`src/rtl/video_sync_timer_pkg.sv`:
```
// Shared constants for the raster timing generator: sync polarities,
// default 640x480 timing and the width helper for segment-sum totals.
package video_timing_pkg;

   localparam logic SYNC_ACTIVE_LOW  = 1'b0;
   localparam logic SYNC_ACTIVE_HIGH = 1'b1;

   localparam int unsigned VGA_H_ACTIVE = 640;
   localparam int unsigned VGA_H_FRONT  = 16;
   localparam int unsigned VGA_H_SYNC   = 96;
   localparam int unsigned VGA_H_BACK   = 48;
   localparam int unsigned VGA_V_ACTIVE = 480;
   localparam int unsigned VGA_V_FRONT  = 10;
   localparam int unsigned VGA_V_SYNC   = 2;
   localparam int unsigned VGA_V_BACK   = 33;

   // Sum of four w-bit segment lengths needs two extra bits.
   function automatic int unsigned total_width(input int unsigned w);
      return w + 2;
   endfunction

endpackage

```
`src/rtl/video_sync_timer_axis.sv`:
```
// One raster axis: position counter with wrap, plus registered sync-window
// and active-region flags decoded from the next count so they align with it.
module sync_axis_counter
   import video_timing_pkg::*;
#(
   parameter int unsigned W = 10
) (
   input  logic         clk,
   input  logic         rst_n,
   input  logic         clr,
   input  logic         adv,
   input  logic [W+1:0] total,
   input  logic [W-1:0] act_len,
   input  logic [W-1:0] front_len,
   input  logic [W-1:0] sync_len,
   output logic [W-1:0] cnt,
   output logic         last,
   output logic         in_sync,
   output logic         in_act
);

   localparam int unsigned TW = total_width(W);

   logic [W-1:0]  nxt;
   logic [TW-1:0] nxt_w;
   logic [TW-1:0] total_m1;
   logic [TW-1:0] sync_start;
   logic [TW-1:0] sync_stop;

   // Truncation to W bits makes a zero or oversize total wrap at 2^W.
   assign total_m1 = total - TW'(1);
   assign last     = (cnt == total_m1[W-1:0]);

   always_comb begin
      nxt = cnt;
      if (adv) nxt = last ? '0 : cnt + W'(1);
      nxt_w      = TW'(nxt);
      sync_start = TW'(act_len) + TW'(front_len);
      sync_stop  = sync_start + TW'(sync_len);
   end

   always_ff @(posedge clk or negedge rst_n) begin
      if (!rst_n) begin
         cnt     <= '0;
         in_sync <= 1'b0;
         in_act  <= 1'b0;
      end else if (clr) begin
         cnt     <= '0;
         in_sync <= 1'b0;
         in_act  <= 1'b0;
      end else begin
         cnt     <= nxt;
         in_sync <= (nxt_w >= sync_start) && (nxt_w < sync_stop);
         in_act  <= (nxt < act_len);
      end
   end

endmodule

```
`src/rtl/video_sync_timer.sv`:
```
// Raster timing generator with frame-boundary double-buffered timing.
// Optional legality checking is enabled by defining VIDEO_TIMING_CHECK_EN.
module video_sync_timer
   import video_timing_pkg::*;
#(
   parameter int unsigned XRES_W    = 10,
   parameter int unsigned YRES_W    = 10,
   parameter int unsigned PIX_DIV   = 2,
   parameter logic        HSYNC_POL = SYNC_ACTIVE_LOW,
   parameter logic        VSYNC_POL = SYNC_ACTIVE_LOW
) (
   input  logic              CLK,
   input  logic              RESET,
   input  logic              enable,
   input  logic [XRES_W-1:0] h_active,
   input  logic [XRES_W-1:0] h_front,
   input  logic [XRES_W-1:0] h_sync,
   input  logic [XRES_W-1:0] h_back,
   input  logic [YRES_W-1:0] v_active,
   input  logic [YRES_W-1:0] v_front,
   input  logic [YRES_W-1:0] v_sync,
   input  logic [YRES_W-1:0] v_back,
   output logic              pixel_tick,
   output logic [XRES_W-1:0] xposition,
   output logic [YRES_W-1:0] yposition,
   output logic              hsync,
   output logic              vsync,
   output logic              video_on,
   output logic              line_end,
   output logic              frame_end,
   output logic              timing_err
);

   localparam int unsigned HT_W = total_width(XRES_W);
   localparam int unsigned VT_W = total_width(YRES_W);
   localparam int unsigned PW   = (PIX_DIV > 1) ? $clog2(PIX_DIV) : 1;
   localparam logic [PW-1:0] P_LAST = PW'(PIX_DIV - 1);

   logic [XRES_W-1:0] sh_ha, sh_hf, sh_hs, sh_hb, nx_ha, nx_hf, nx_hs, nx_hb;
   logic [YRES_W-1:0] sh_va, sh_vf, sh_vs, sh_vb, nx_va, nx_vf, nx_vs, nx_vb;
   logic [HT_W-1:0]   h_tot;
   logic [VT_W-1:0]   v_tot;
   logic [PW-1:0]     presc;
   logic              tick_r, err_r, err_n, run;
   logic              h_last, v_last, h_in_sync, v_in_sync, h_in_act, v_in_act;

   // Shadows follow the inputs while idle and otherwise reload only at frame end.
   always_comb begin
      nx_ha = sh_ha; nx_hf = sh_hf; nx_hs = sh_hs; nx_hb = sh_hb;
      nx_va = sh_va; nx_vf = sh_vf; nx_vs = sh_vs; nx_vb = sh_vb;
      if (!enable || frame_end) begin
         nx_ha = h_active; nx_hf = h_front; nx_hs = h_sync; nx_hb = h_back;
         nx_va = v_active; nx_vf = v_front; nx_vs = v_sync; nx_vb = v_back;
      end
   end

`ifdef VIDEO_TIMING_CHECK_EN
   localparam logic [HT_W-1:0] H_LIM = HT_W'(1) << XRES_W;
   localparam logic [VT_W-1:0] V_LIM = VT_W'(1) << YRES_W;
   logic [HT_W-1:0] nh_tot;
   logic [VT_W-1:0] nv_tot;
   assign nh_tot = HT_W'(nx_ha) + HT_W'(nx_hf) + HT_W'(nx_hs) + HT_W'(nx_hb);
   assign nv_tot = VT_W'(nx_va) + VT_W'(nx_vf) + VT_W'(nx_vs) + VT_W'(nx_vb);
   assign err_n  = (nx_ha == '0) || (nx_hs == '0) || (nx_va == '0) || (nx_vs == '0)
                || (nh_tot > H_LIM) || (nv_tot > V_LIM);
`else
   assign err_n = 1'b0;
`endif

   assign run   = enable && !err_n;
   assign h_tot = HT_W'(sh_ha) + HT_W'(sh_hf) + HT_W'(sh_hs) + HT_W'(sh_hb);
   assign v_tot = VT_W'(sh_va) + VT_W'(sh_vf) + VT_W'(sh_vs) + VT_W'(sh_vb);

   always_ff @(posedge CLK or negedge RESET) begin
      if (!RESET) begin
         sh_ha <= '0; sh_hf <= '0; sh_hs <= '0; sh_hb <= '0;
         sh_va <= '0; sh_vf <= '0; sh_vs <= '0; sh_vb <= '0;
         err_r <= 1'b0;
      end else begin
         sh_ha <= nx_ha; sh_hf <= nx_hf; sh_hs <= nx_hs; sh_hb <= nx_hb;
         sh_va <= nx_va; sh_vf <= nx_vf; sh_vs <= nx_vs; sh_vb <= nx_vb;
         err_r <= err_n;
      end
   end

   always_ff @(posedge CLK or negedge RESET) begin
      if (!RESET) begin
         presc  <= '0;
         tick_r <= 1'b0;
      end else if (!run) begin
         presc  <= '0;
         tick_r <= 1'b0;
      end else begin
         presc  <= (presc == P_LAST) ? '0 : presc + PW'(1);
         tick_r <= (presc == P_LAST);
      end
   end

   // Decode uses the next shadow values so the first pixel of a frame sees new timing.
   sync_axis_counter #(.W(XRES_W)) u_h (
      .clk(CLK), .rst_n(RESET), .clr(!run), .adv(tick_r), .total(h_tot),
      .act_len(nx_ha), .front_len(nx_hf), .sync_len(nx_hs),
      .cnt(xposition), .last(h_last), .in_sync(h_in_sync), .in_act(h_in_act)
   );

   sync_axis_counter #(.W(YRES_W)) u_v (
      .clk(CLK), .rst_n(RESET), .clr(!run), .adv(line_end), .total(v_tot),
      .act_len(nx_va), .front_len(nx_vf), .sync_len(nx_vs),
      .cnt(yposition), .last(v_last), .in_sync(v_in_sync), .in_act(v_in_act)
   );

   assign pixel_tick = tick_r;
   assign line_end   = tick_r && h_last;
   assign frame_end  = line_end && v_last;
   assign video_on   = h_in_act && v_in_act;
   assign hsync      = h_in_sync ? HSYNC_POL : ~HSYNC_POL;
   assign vsync      = v_in_sync ? VSYNC_POL : ~VSYNC_POL;
   assign timing_err = err_r;

endmodule

```
`config.mk`:
```
export PLATFORM = sky130hd
export DESIGN_NAME = video_sync_timer
export DESIGN_NICKNAME = d
export VERILOG_FILES = /design/src/rtl/video_sync_timer_pkg.sv /design/src/rtl/video_sync_timer_axis.sv /design/src/rtl/video_sync_timer.sv
export SDC_FILE = /design/constraint.sdc
export NUM_CORES = 1
export LEC_CHECK = 0
export ABC_AREA = 0
export CORE_ASPECT_RATIO = 2
export CORE_UTILIZATION = 37
export CTS_BUF_LIST = sky130_fd_sc_hd__clkbuf_4
export CTS_CLUSTER_SIZE = 20
export DETAILED_ROUTE_END_ITERATION = 10
export PLACE_DENSITY = 0.57
export SLEW_MARGIN = 10
export SYNTH_ARGS = -nofsm -noshare
export SYNTH_HDL_FRONTEND = slang
export SYNTH_SLANG_ARGS = --single-unit
```
`constraint.sdc`:
```
create_clock -name CLK -period 9.15 [get_ports CLK]
set_clock_uncertainty 0.2 [all_clocks]
set_input_delay 2.2875 -clock CLK [delete_from_list [all_inputs] [get_ports CLK]]
set_output_delay 2.2875 -clock CLK [all_outputs]
set_load 0.02 [all_outputs]
```
==> results of run 1 <==
==> cell type report <==
cell class	instances	area, um^2
inverters	140	525.5
diodes	1	2.502
repair buffers	113	1129
clock buffers	9	67.56
clock inverters	5	71.32
flip-flops and latches	106	2653
well taps	344	430.4
multi-input cells	765	6561
fillers	2645	14840
==> power by group <==
part,internal [mW],switching [mW],total (mW)
Sequential,0.503,0.0256,0.529
Clock,0.105,0.169,0.274
Combinational,0.649,0.822,1.47
==> stage by stage <==
stage	utilization, %	setup WS (ns)	power [mW]	hold slack (ns)	area, um^2
final	43.54	0.6259	2.274	0.2533	11440
after global routing	43.54	0.1185	2.483	0.2700	11440
after CTS	43.49	0.3822	2.307	0.2520	11430
after detailed placement	42.96	0.4196	2.022	0.2303	11290
after global placement	42.96	0.5087	2.005	0.2072	11290
after floorplan	-	1.237	1.635	0.1947	9864
==> synthesized netlist by cell type, types with 3 or more instances <==
cell type	instances
mux2_2	40
nor4_1	5
ha_1	138
and3_4	3
nand4_1	12
nor2_1	29
o21bai_1	6
nor3_1	13
o21ai_0	64
o21a_1	15
fa_1	38
nor2b_1	15
a21o_1	24
a21oi_1	58
o211ai_1	7
o21ai_1	3
a211oi_1	9
buf_6	4
a21boi_0	3
nand3_1	16
nand2b_1	9
nand3b_1	3
buf_2	8
dfrtp_1	106
and2_1	17
o22ai_1	4
or3_1	11
and3_1	6
and4b_1	3
xnor2_1	62
inv_1	140
a211oi_2	3
nand2_1	63
o31ai_4	3
mux2i_1	7
clkbuf_1	10
xor2_1	33
==> kinds of logic (layout without fill, tap and decap cells) <==
| kind of cell | count (synthesis) | count (layout) | synth area share (%) |
|---|---|---|---|
| compound gates | 222 | 223 | 14.78 |
| simple gates | 220 | 220 | 12.15 |
| fa+ha+maj | 176 | 176 | 25.22 |
| buf+inv | 165 | 267 | 6.760 |
| flops | 106 | 106 | 26.89 |
| xor+xnor | 96 | 96 | 8.600 |
| mux | 49 | 49 | 5.568 |
| other cells | 1 | 2 | 0.03802 |
==> worst max-delay path, delay by kind of cell, from the launching register on <==
family	cells	cell delay, ns
AOI/OAI and AO/OA	11	2.50
xor gates and xnor gates	3	0.67
adders and majority gates	9	3.14
buffers and inverters	3	0.16
DFF	1	0.36
and+or+nand+nor	5	1.37
==> sequential cells by signal, summed over array words and instances, names as in the netlist <==
| register | count |
|---|---|
| pixel_tick | 1 |
| presc | 1 |
| sh_ha | 10 |
| sh_hb | 10 |
| sh_hf | 10 |
| sh_hs | 10 |
| sh_va | 10 |
| sh_vb | 10 |
| sh_vf | 10 |
| sh_vs | 10 |
| u_h.cnt | 10 |
| u_h.in_act | 1 |
| u_h.in_sync | 1 |
| u_v.cnt | 10 |
| u_v.in_act | 1 |
| u_v.in_sync | 1 |
==> per-layer routing <==
metal	vias to the layer above	wire [um]	track usage, %
li1	3750	-	-
met1	3764	9570	19.59
met2	151	16590	44.51
met3	55	638	2.255
met4	0	1127	10.98
met5	-	0	0
==> how the worst max path moves through the flow <==
stage / from / end / slack (ns)
global placement: sh_va[0] / u_h.in_sync / 0.51
CTS: sh_vf[1] / u_h.in_sync / 0.38
finish: sh_vf[1] / u_h.in_sync / 0.63
detailed placement: sh_vf[1] / u_h.in_sync / 0.42
floorplan: sh_va[1] / u_h.in_sync / 1.24
global route: sh_va[1] / u_h.in_sync / 0.12
==> flow_summary.ini, run 1 <==
[outcome]
status = complete, no violations

[synthesis]
syn_inst = 1035
synth.yosys.seq_area_share_pct = 26.89
syn_avg_cell_area_um2 = 9.531
synth_top_area_share_pct = 26.89
synth_fp_nets = 1294
ys_async_sr_fraction_pct = 100.0
ys_types = 73
synth_edf_count = 0
synth_flop_cell = dfrtp_1
synth_largest_area_cell = dfrtp_1
syn_area_mm2 = 0.009864
yosys_warnings = 0
synth-seq-cells = 106
synth_area_leaders = dfrtp_1 (27%), ha_1 (18%), fa_1 (7.7%), xnor2_1 (5.5%), inv_1 (5.3%)

[critical_path]
critPathArrivalTime_ns = 8.78
critPathMaxStageDelay_ns = 0.53
slowest_stage = and4b_1
path_max_fanout = 20
crit_path_start_kind = register
path_class = register to register
end_kind = register
cp.required_ns = 9.40
r2r_cells = 31
r2r_start = sh_vf[1]
cpMostUsedCell = ha_1
r2r_end = u_h.in_sync
r2r_slack_ns = 0.63

[sta]
slew_violations = 0
finalSetupViolCount = 0
fin_crit_sh_pct = 93.16
slew_headroom_pct = 33.71
max_freq_mhz = 117.3
grt_setup_unrepaired = no
hold_viol = 0
worst_pin_slew_ns = 0.9944
fin_tns_setup_ns = 0
period_needed_ns = 8.524

[route]
route.detailed.drc = 0
finalWirelength_um = 27930
wl_per_cell_um = 18.83
ant_nets = 0
firstDrtPassIters = 4
vias = 7720
viasPerCell = 5.206
dr.first_iter.drc_count = 259

[power_and_ir_drop]
powerDensity_mw_per_mm2 = 198.8
leakage_nw = 5.396
ir_drop_mv = 0.07914

[die]
io_pins = 110
initial_core_util_pct = 37.54
rows = 84
fp.dieW_um = 117.5
dieArea_mm2 = 0.02736
core_area_mm2 = 0.02628
fp.dieH_um = 232.9

[clock_network]
postCtsResizedCells = 0
tritoncts = yes
cts_max_path_buffers = 2
clkSinkCount = 106
htreeDepth = 3
worst_skew_pair.late_latency_ns = 0.57
postCtsSetupBuffers = 0
clk_pin_slew_ns = 0.16
cts_buffers = 9
hold_buffers = 0
clock-root-buffer = clkbuf_4

[grt]
grt_max_degree = 71
grt_overflow = 0
grt_pass1_wl_um = 43610
grt_pass1_vias = 8355
antenna_found_initial = 1
grt_use_total_pct = 21.27

[placed_design]
dp_cells = 1467
dp_hpwl_um = 22740
io_buffers = 108
gp_congestion = 0.9052

[worst_hold_path]
min_to = presc
holdCritPathClass = register to register
worstHoldStart = presc
hold_depth = 1

[cells_and_area]
final_common_cell = inv_1
layout_common_cells = inv_1 (140), ha_1 (138), clkdlybuf4s50_1 (107)
instances_no_fill = 1483
nNetsFinal = 1394
drive_above_1_share_pct = 7.381
area_growth_pct = 15.97

[job]
max_cap_viol_count = 0
(Power assumes the default switching activity.)
==> run 2, diff against run 1 <==
--- a/config.mk
+++ b/config.mk
@@ -11,7 +11,7 @@
 export CTS_BUF_LIST = sky130_fd_sc_hd__clkbuf_4
 export CTS_CLUSTER_SIZE = 20
 export DETAILED_ROUTE_END_ITERATION = 10
-export PLACE_DENSITY = 0.57
+export PLACE_DENSITY_LB_ADDON = 0.25
 export SLEW_MARGIN = 10
 export SYNTH_ARGS = -nofsm -noshare
 export SYNTH_HDL_FRONTEND = slang
==> flow_summary.ini, run 2 (synthesis results as in run 1) <==
[job]
max_cap_viol_count = 0

[critical_path]
crit_path_start_kind = register
slowest_stage = or4bb_1
cp_top_family = adder cells
path_buf_inv = 3
crit_start = sh_va[0]
r2r_end = u_h.in_sync
r2r_cells = 31
r2r_start = sh_va[0]
path_class = register to register
r2r_slack_ns = 0.78
critPathArrivalTime_ns = 8.61
critPathMaxStageDelay_ns = 0.52
cp.required_ns = 9.39
path_max_fanout = 36
end_kind = register
cpMostUsedCell = ha_1

[cells_and_area]
layout_common_cells = inv_1 (140), ha_1 (138), clkdlybuf4s50_1 (107)
drive_above_1_share_pct = 7.719
final_common_cell = inv_1
nNetsFinal = 1394
design_area_mm2 = 0.01144
fin_util_pct = 43.52
instances_no_fill = 1485
num-fill-cells = 2649
area_growth_pct = 15.93

[clock_network]
clkSinkCount = 106
worst_skew_pair.late_latency_ns = 0.52
cts_max_path_buffers = 2
hold_buffers = 0
htreeDepth = 3
clock-root-buffer = clkbuf_4
cts_buffers = 9
clk_pin_slew_ns = 0.16
postCtsSetupBuffers = 0
tritoncts = yes
postCtsResizedCells = 0

[worst_hold_path]
worstHoldStart = presc
min_to = presc
hold_depth = 1
holdCritPathClass = register to register

[die]
io_pins = 110
dieArea_mm2 = 0.02736
fp.dieW_um = 117.5
rows = 84
fp.dieH_um = 232.9
initial_core_util_pct = 37.54
core_area_mm2 = 0.02628

[sta]
fin_tns_setup_ns = 0
slew_headroom_pct = 48.16
grt_setup_unrepaired = no
max_freq_mhz = 119.4
slew_violations = 0
fin_crit_sh_pct = 91.51
worst_pin_slew_ns = 0.7775
period_needed_ns = 8.373
hold_viol = 0
finalSetupViolCount = 0

[power_and_ir_drop]
pwr-share-comb_pct = 65.2
ir_drop_mv = 0.07760
p_sw_share_pct = 45.16
p_int_mw = 1.236
powerDensity_mw_per_mm2 = 197.0
p_sw_mw = 1.018
leakage_nw = 5.386
seqPwrFrac_pct = 23.5
pwr-share-clk_pct = 11.3

[placed_design]
dp_cells = 1468
dp_hpwl_um = 22880
placed_cell_area_mm2 = 0.01130
gp_congestion = 0.9123
io_buffers = 108

[grt]
met1_usage_pct = 18.57
grt.busiest_layer = met2
grt_use_total_pct = 20.73
grt_pass1_wl_um = 42680
antenna_found_initial = 1
grt.met2_usage_pct = 42.86
grt_max_degree = 60
grt_overflow = 0
grt_pass1_vias = 8303
use_met3_pct = 2.475

[route]
firstDrtPassIters = 5
viasPerCell = 5.218
route.detailed.drc = 0
ant_nets = 0
vias = 7748
finalWirelength_um = 27440
dr.first_iter.drc_count = 205
wl_per_cell_um = 18.48

[outcome]
status = complete, no violations
==> run 2: metrics by stage <==
step / power (mW) / hold slack (ns) / worst slack (ns)
after floorplan: 1.635 / 0.1947 / 1.237
after global placement: 2.005 / 0.2055 / 0.7222
after detailed placement: 2.018 / 0.2074 / 0.7135
after CTS: 2.284 / 0.2290 / 0.6889
after global routing: 2.465 / 0.2536 / 0.2361
final: 2.253 / 0.2266 / 0.7772
==> run 2: final cells by class <==
type / count / area (um^2) / share of cell area [%]
sequential: 106 / 2653 / 23.19
tap: 344 / 430.4 / 3.764
multi-input combinational: 764 / 6551 / 57.29
clock inverter: 7 / 70.07 / 0.6127
clock buffer: 9 / 67.56 / 0.5908
antenna: 1 / 2.502 / 0.02188
inverter: 140 / 525.5 / 4.595
timing repair buffer: 114 / 1136 / 9.934
==> run 2: metal layers <==
layer  routed length, um  vias to the layer above  part of all wire [%]
li1                    -                     3748                     -
met1                9366                     3778                    34
met2               15850                      156                    58
met3                 653                       66                   2.4
met4                1566                        0                   5.7
met5                   0                        -                     0
==> run 2: worst max-delay path by stage <==
stage / end / slack (ns) / cells past startpoint
2_1_floorplan: u_h.in_sync / 1.24 / 37
3_3_place_gp: u_h.in_sync / 0.72 / 31
3_5_place_dp: u_h.in_sync / 0.71 / 31
4_1_cts: u_h.in_sync / 0.69 / 31
5_1_grt: u_h.in_sync / 0.24 / 34
6_report: u_h.in_sync / 0.78 / 31
==> run 2: power by group through the flow <==
stage	logic (mW)	clock network [mW]	registers, mW
global placement	1.47	0	0.538
CTS	1.49	0.266	0.530
detailed placement	1.48	0	0.539
global route	1.65	0.279	0.534
floorplan	1.10	0	0.532
finish	1.47	0.255	0.529
==> run 3, diff against run 2 <==
--- a/config.mk
+++ b/config.mk
@@ -11,6 +11,7 @@
 export CTS_BUF_LIST = sky130_fd_sc_hd__clkbuf_4
 export CTS_CLUSTER_SIZE = 20
 export DETAILED_ROUTE_END_ITERATION = 10
+export GPL_ROUTABILITY_DRIVEN = 0
 export PLACE_DENSITY_LB_ADDON = 0.25
 export SLEW_MARGIN = 10
 export SYNTH_ARGS = -nofsm -noshare
==> flow_summary.ini, run 3 (synthesis results as in run 1) <==
[die]
rows = 84
fp.dieW_um = 117.5
fp.dieH_um = 232.9
core_area_mm2 = 0.02628
io_pins = 110
initial_core_util_pct = 37.54
dieArea_mm2 = 0.02736

[grt]
grt_pass1_wl_um = 42870
grt_use_total_pct = 20.79
grt_overflow = 0
grt_pass1_vias = 8323
grt_max_degree = 73
antenna_found_initial = 1

[cells_and_area]
drive_above_1_share_pct = 7.807
design_area_mm2 = 0.01144
area_growth_pct = 15.99
layout_common_cells = inv_1 (140), ha_1 (138), clkdlybuf4s50_1 (107)
final_common_cell = inv_1
nNetsFinal = 1394

[route]
firstDrtPassIters = 6
finalWirelength_um = 27260
dr.first_iter.drc_count = 269
viasPerCell = 5.152
wl_met1_um = 9482
vias = 7650
wl_met3_um = 611
met2_length_um = 16210
dr.max_layer_used = met4
ant_nets = 0
route.detailed.drc = 0
wl_per_cell_um = 18.36

[critical_path]
critPathArrivalTime_ns = 8.76
cpMostUsedCell = ha_1
end_kind = register
slowest_stage = and4b_1
crit_path_start_kind = register
cp.required_ns = 9.40
path_class = register to register
path_max_fanout = 36
critPathMaxStageDelay_ns = 0.53

[sta]
max_freq_mhz = 117.5
finalSetupViolCount = 0
timing.final.ws_setup_ns = 0.6412
hold_viol = 0
period_needed_ns = 8.509
fin_tns_setup_ns = 0
slew_headroom_pct = 34.08
fin_crit_sh_pct = 92.99
worst_pin_slew_ns = 0.9888
slew_violations = 0
whs_ns = 0.2320
grt_setup_unrepaired = no

[placed_design]
dp_hpwl_um = 22650
placed_cell_area_mm2 = 0.01130
place_ws_ns = 0.5825
io_buffers = 108

[clock_network]
cts_max_path_buffers = 2
htreeDepth = 3
postCtsSetupBuffers = 0
postCtsResizedCells = 0
hold_buffers = 0
cts_buffers = 9
clkSinkCount = 106
clk_pin_slew_ns = 0.17
worst_skew_pair.late_latency_ns = 0.54
tritoncts = yes
clock-root-buffer = clkbuf_4

[job]
max_cap_viol_count = 0

[power_and_ir_drop]
leakage_nw = 5.394
ir_drop_mv = 0.06293
powerDensity_mw_per_mm2 = 197.3

[worst_hold_path]
holdCritPathClass = register to register

[outcome]
status = complete, no violations
run 3: layout make-up:
| cell class | count | area [um^2] |
|---|---|---|
| multi-input combinational | 764 | 6551 |
| sequential | 106 | 2653 |
| inverter | 140 | 525.5 |
| antenna | 1 | 2.502 |
| clock buffer | 9 | 67.56 |
| fill | 2615 | 14830 |
| clock inverter | 7 | 76.32 |
| tap | 344 | 430.4 |
| timing repair buffer | 114 | 1136 |
run 3: where the power goes:
part | switching [mW] | total [mW] | internal, mW
Sequential | 0.0256 | 0.529 | 0.503
Combinational | 0.814 | 1.46 | 0.649
Clock | 0.181 | 0.265 | 0.0849
Total | 1.02 | 2.26 | 1.24
run 3: per-stage QoR:
stage,utilization [%],power [mW],cells
after floorplan,-,1.635,1035
after global placement,42.99,2.004,1468
after detailed placement,42.99,2.019,1468
after CTS,43.54,2.291,1484
after global routing,43.55,2.454,1485
final,43.55,2.258,1485
run 3: worst paths after layout:
kind / startpoint / endpoint / slack [ns] / cells after the start
worst max-delay path: sh_va[0] / u_h.in_sync / 0.64 / 32
worst min-delay path: presc / presc / 0.23 / 1
worst max register to register: sh_va[0] / u_h.in_sync / 0.64 / 32
worst min register to register: presc / presc / 0.23 / 1
max in group asynchronous: RESET / sh_vf[1] / 5.89 / 2
min in group asynchronous: RESET / sh_hb[6] / 1.47 / 1
run 3: worst max-delay path: cells and delay by family, from the launching register on:
| family | cells | cell delay (ns) |
|---|---|---|
| AO/OA/AOI/OAI | 10 | 2.19 |
| XOR/XNOR | 2 | 0.30 |
| adder cells (fa/ha/maj) | 9 | 2.93 |
| buffers and inverters | 3 | 0.22 |
| flip-flops | 1 | 0.44 |
| multiplexers | 1 | 0.14 |
| AND/OR/NAND/NOR | 7 | 2.00 |
run 3: routing by layer:
| layer | vias to the layer above | track usage (%) |
|---|---|---|
| met3 | 45 | 2.500 |
| met2 | 119 | 43.84 |
| met4 | 0 | 8.894 |
| li1 | 3746 | - |
| met5 | - | 0 |
| met1 | 3740 | 19.39 |
==> patch: new RTL, settings of run 3 <==
Add a define of `VIDEO_TIMING_CHECK_EN`.
--- a/src/rtl/video_sync_timer.sv
+++ b/src/rtl/video_sync_timer.sv
@@ -2,2 +2,4 @@
 // Optional legality checking is enabled by defining VIDEO_TIMING_CHECK_EN.
+`define VIDEO_TIMING_CHECK_EN
+
 module video_sync_timer
Check against the original RTL: not equivalent (Yosys sat finds a counterexample within 4 cycles, from zero or initial values and one cycle with RESET low).
==> patch against run 3 <==
- die area grew 11%
- final cell count grew 23%
- worst setup slack lost 0.40 ns
- sequential cell count grew 1
- wire length grew 51%
- sequential share of layout area shrank 5.1 points
- cell area grew 29%
- area after synthesis grew 11%
- critical endpoint is now u_h.cnt[4]
Power is not compared: it rests on default switching activity, and its combinational part moved more than twofold at a synthesized area within 25%.
==> patch: results (changes against run 3) <==
outcome=finished clean; largest net degree at the start of global routing=62 (-15%); Signal buf overhead=0.165 (+0.0652); Reg2Reg Launch Point=sh_hf[1]; vias in the first global route=10503 (+26%); Synth Instances=1214 (+17%); met2 Use GR=0.504 (+0.0652); cts repair resizes=28 (+28); Post-synth top cells=inv_1, ha_1, dfrtp_1, nand2_1, xnor2_1; fillers=2721 (+4.1%); seq_cells=107 (+0.94%); post-synth cell types=67 (-8.2%); first-pass GRT wire length=58600 um (+37%); Multi-input gate area=8450 um2 (+29%); bufs w/o clock=261 (+130%); Final clock-cell share=0.00923 (-0.00334); reg2reg end=u_h.cnt[4]; Worst EP arrival=9.22 ns (+0.46 ns); CP Max Fanout=8 (-78%); Worst Tran Pin Value=0.960 ns (-0.0292 ns); post-synthesis compound-gate area fraction=0.150 (+0.00195); XOR/XNOR Fraction of Synth Area=0.0920 (+0.00600); sequential fraction of the synthesis area=0.245 (-0.0243); number of buffers added on ports=109 (+0.93%); Detailed Route Iter0 Violations=456 (+70%); post-synthesis mux area share=0.0472 (-0.00848); Slowest cell on crit path=fa_1; post-DP HPWL=33000 um (+46%); Synth area leaders=dfrtp_1, ha_1, fa_1; global routing usage on met1=0.229 (+0.0351); Syn-to-layout area delta=34.9%; syn avg cell area=9.02 um2 (-5.4%); Mapped Nets=1495 (+16%); Synth Area in Adders=0.252 (about the same); DR WL/cell=22.5 um (+23%); total routed wirelength=41100 um (+51%); CP peak stage delay=0.52 ns; latest clock arrival within the worst-skew pair=0.60 ns (+0.06 ns); antenna-violating nets left=0 (unchanged); worst hold path class=reg2reg; Seq pwr share=0.146; Setup Fix Bufs, Post-CTS=12 (+12); via count=10186 (+33%); worst vdd ir=114 uV; Cells after DPL=1763 (+20%); #MultiIn Comb=917 (+20%); TritonRoute pass-1 iters=7 (+1); initial antenna violation count=1 (unchanged); fin nets=1743 (+25%); Placed Instance Area=13300 um2 (+17%); Worst R2R Setup Slack=0.24 ns (-0.40 ns); hold_ws=0.255 ns (+0.0234 ns); worst reg2reg path depth=42 (+31%); share of cells above drive strength 1=0.248 (+0.170); Inverters, non-clock=166 (+19%); Clk pin slew, worst setup/hold paths=0.19 ns (+0.02 ns); Setup WS pre-CTS=-0.286 ns (-0.868 ns); grt met3 use=0.0397 (+0.0147); Seq area share=0.181 (-0.0505); Tot GR Track Use=0.271 (+0.0631)
patch: critical path, delay by kind of cell (launching register included):
kind,cells,cell delay (ns)
adder cells (fa/ha/maj),8,2.55
AND/OR/NAND/NOR,10,1.86
AO/OA/AOI/OAI,9,1.80
buffers and inverters,11,1.31
XOR/XNOR,4,0.69
flip-flops,1,0.40
patch: worst max path at each step:
stage | start | end | slack, ns | depth (start not counted)
4_1_cts | sh_hf[2] | u_v.cnt[4] | 0.003 | 39
6_report | sh_hf[1] | u_h.cnt[4] | 0.24 | 42
2_1_floorplan | sh_ha[1] | u_h.cnt[1] | 0.006 | 38
3_5_place_dp | sh_ha[1] | u_v.cnt[9] | -0.29 | 39
5_1_grt | sh_hf[3] | u_h.cnt[4] | -0.15 | 38
3_3_place_gp | sh_ha[1] | u_v.cnt[9] | -0.13 | 39
patch: layer usage:
metal / up-vias / part of all wire
met3: 182 / 0.037
met1: 4940 / 0.31
met5: - / 0
met2: 332 / 0.53
met4: 0 / 0.12
li1: 4732 / -
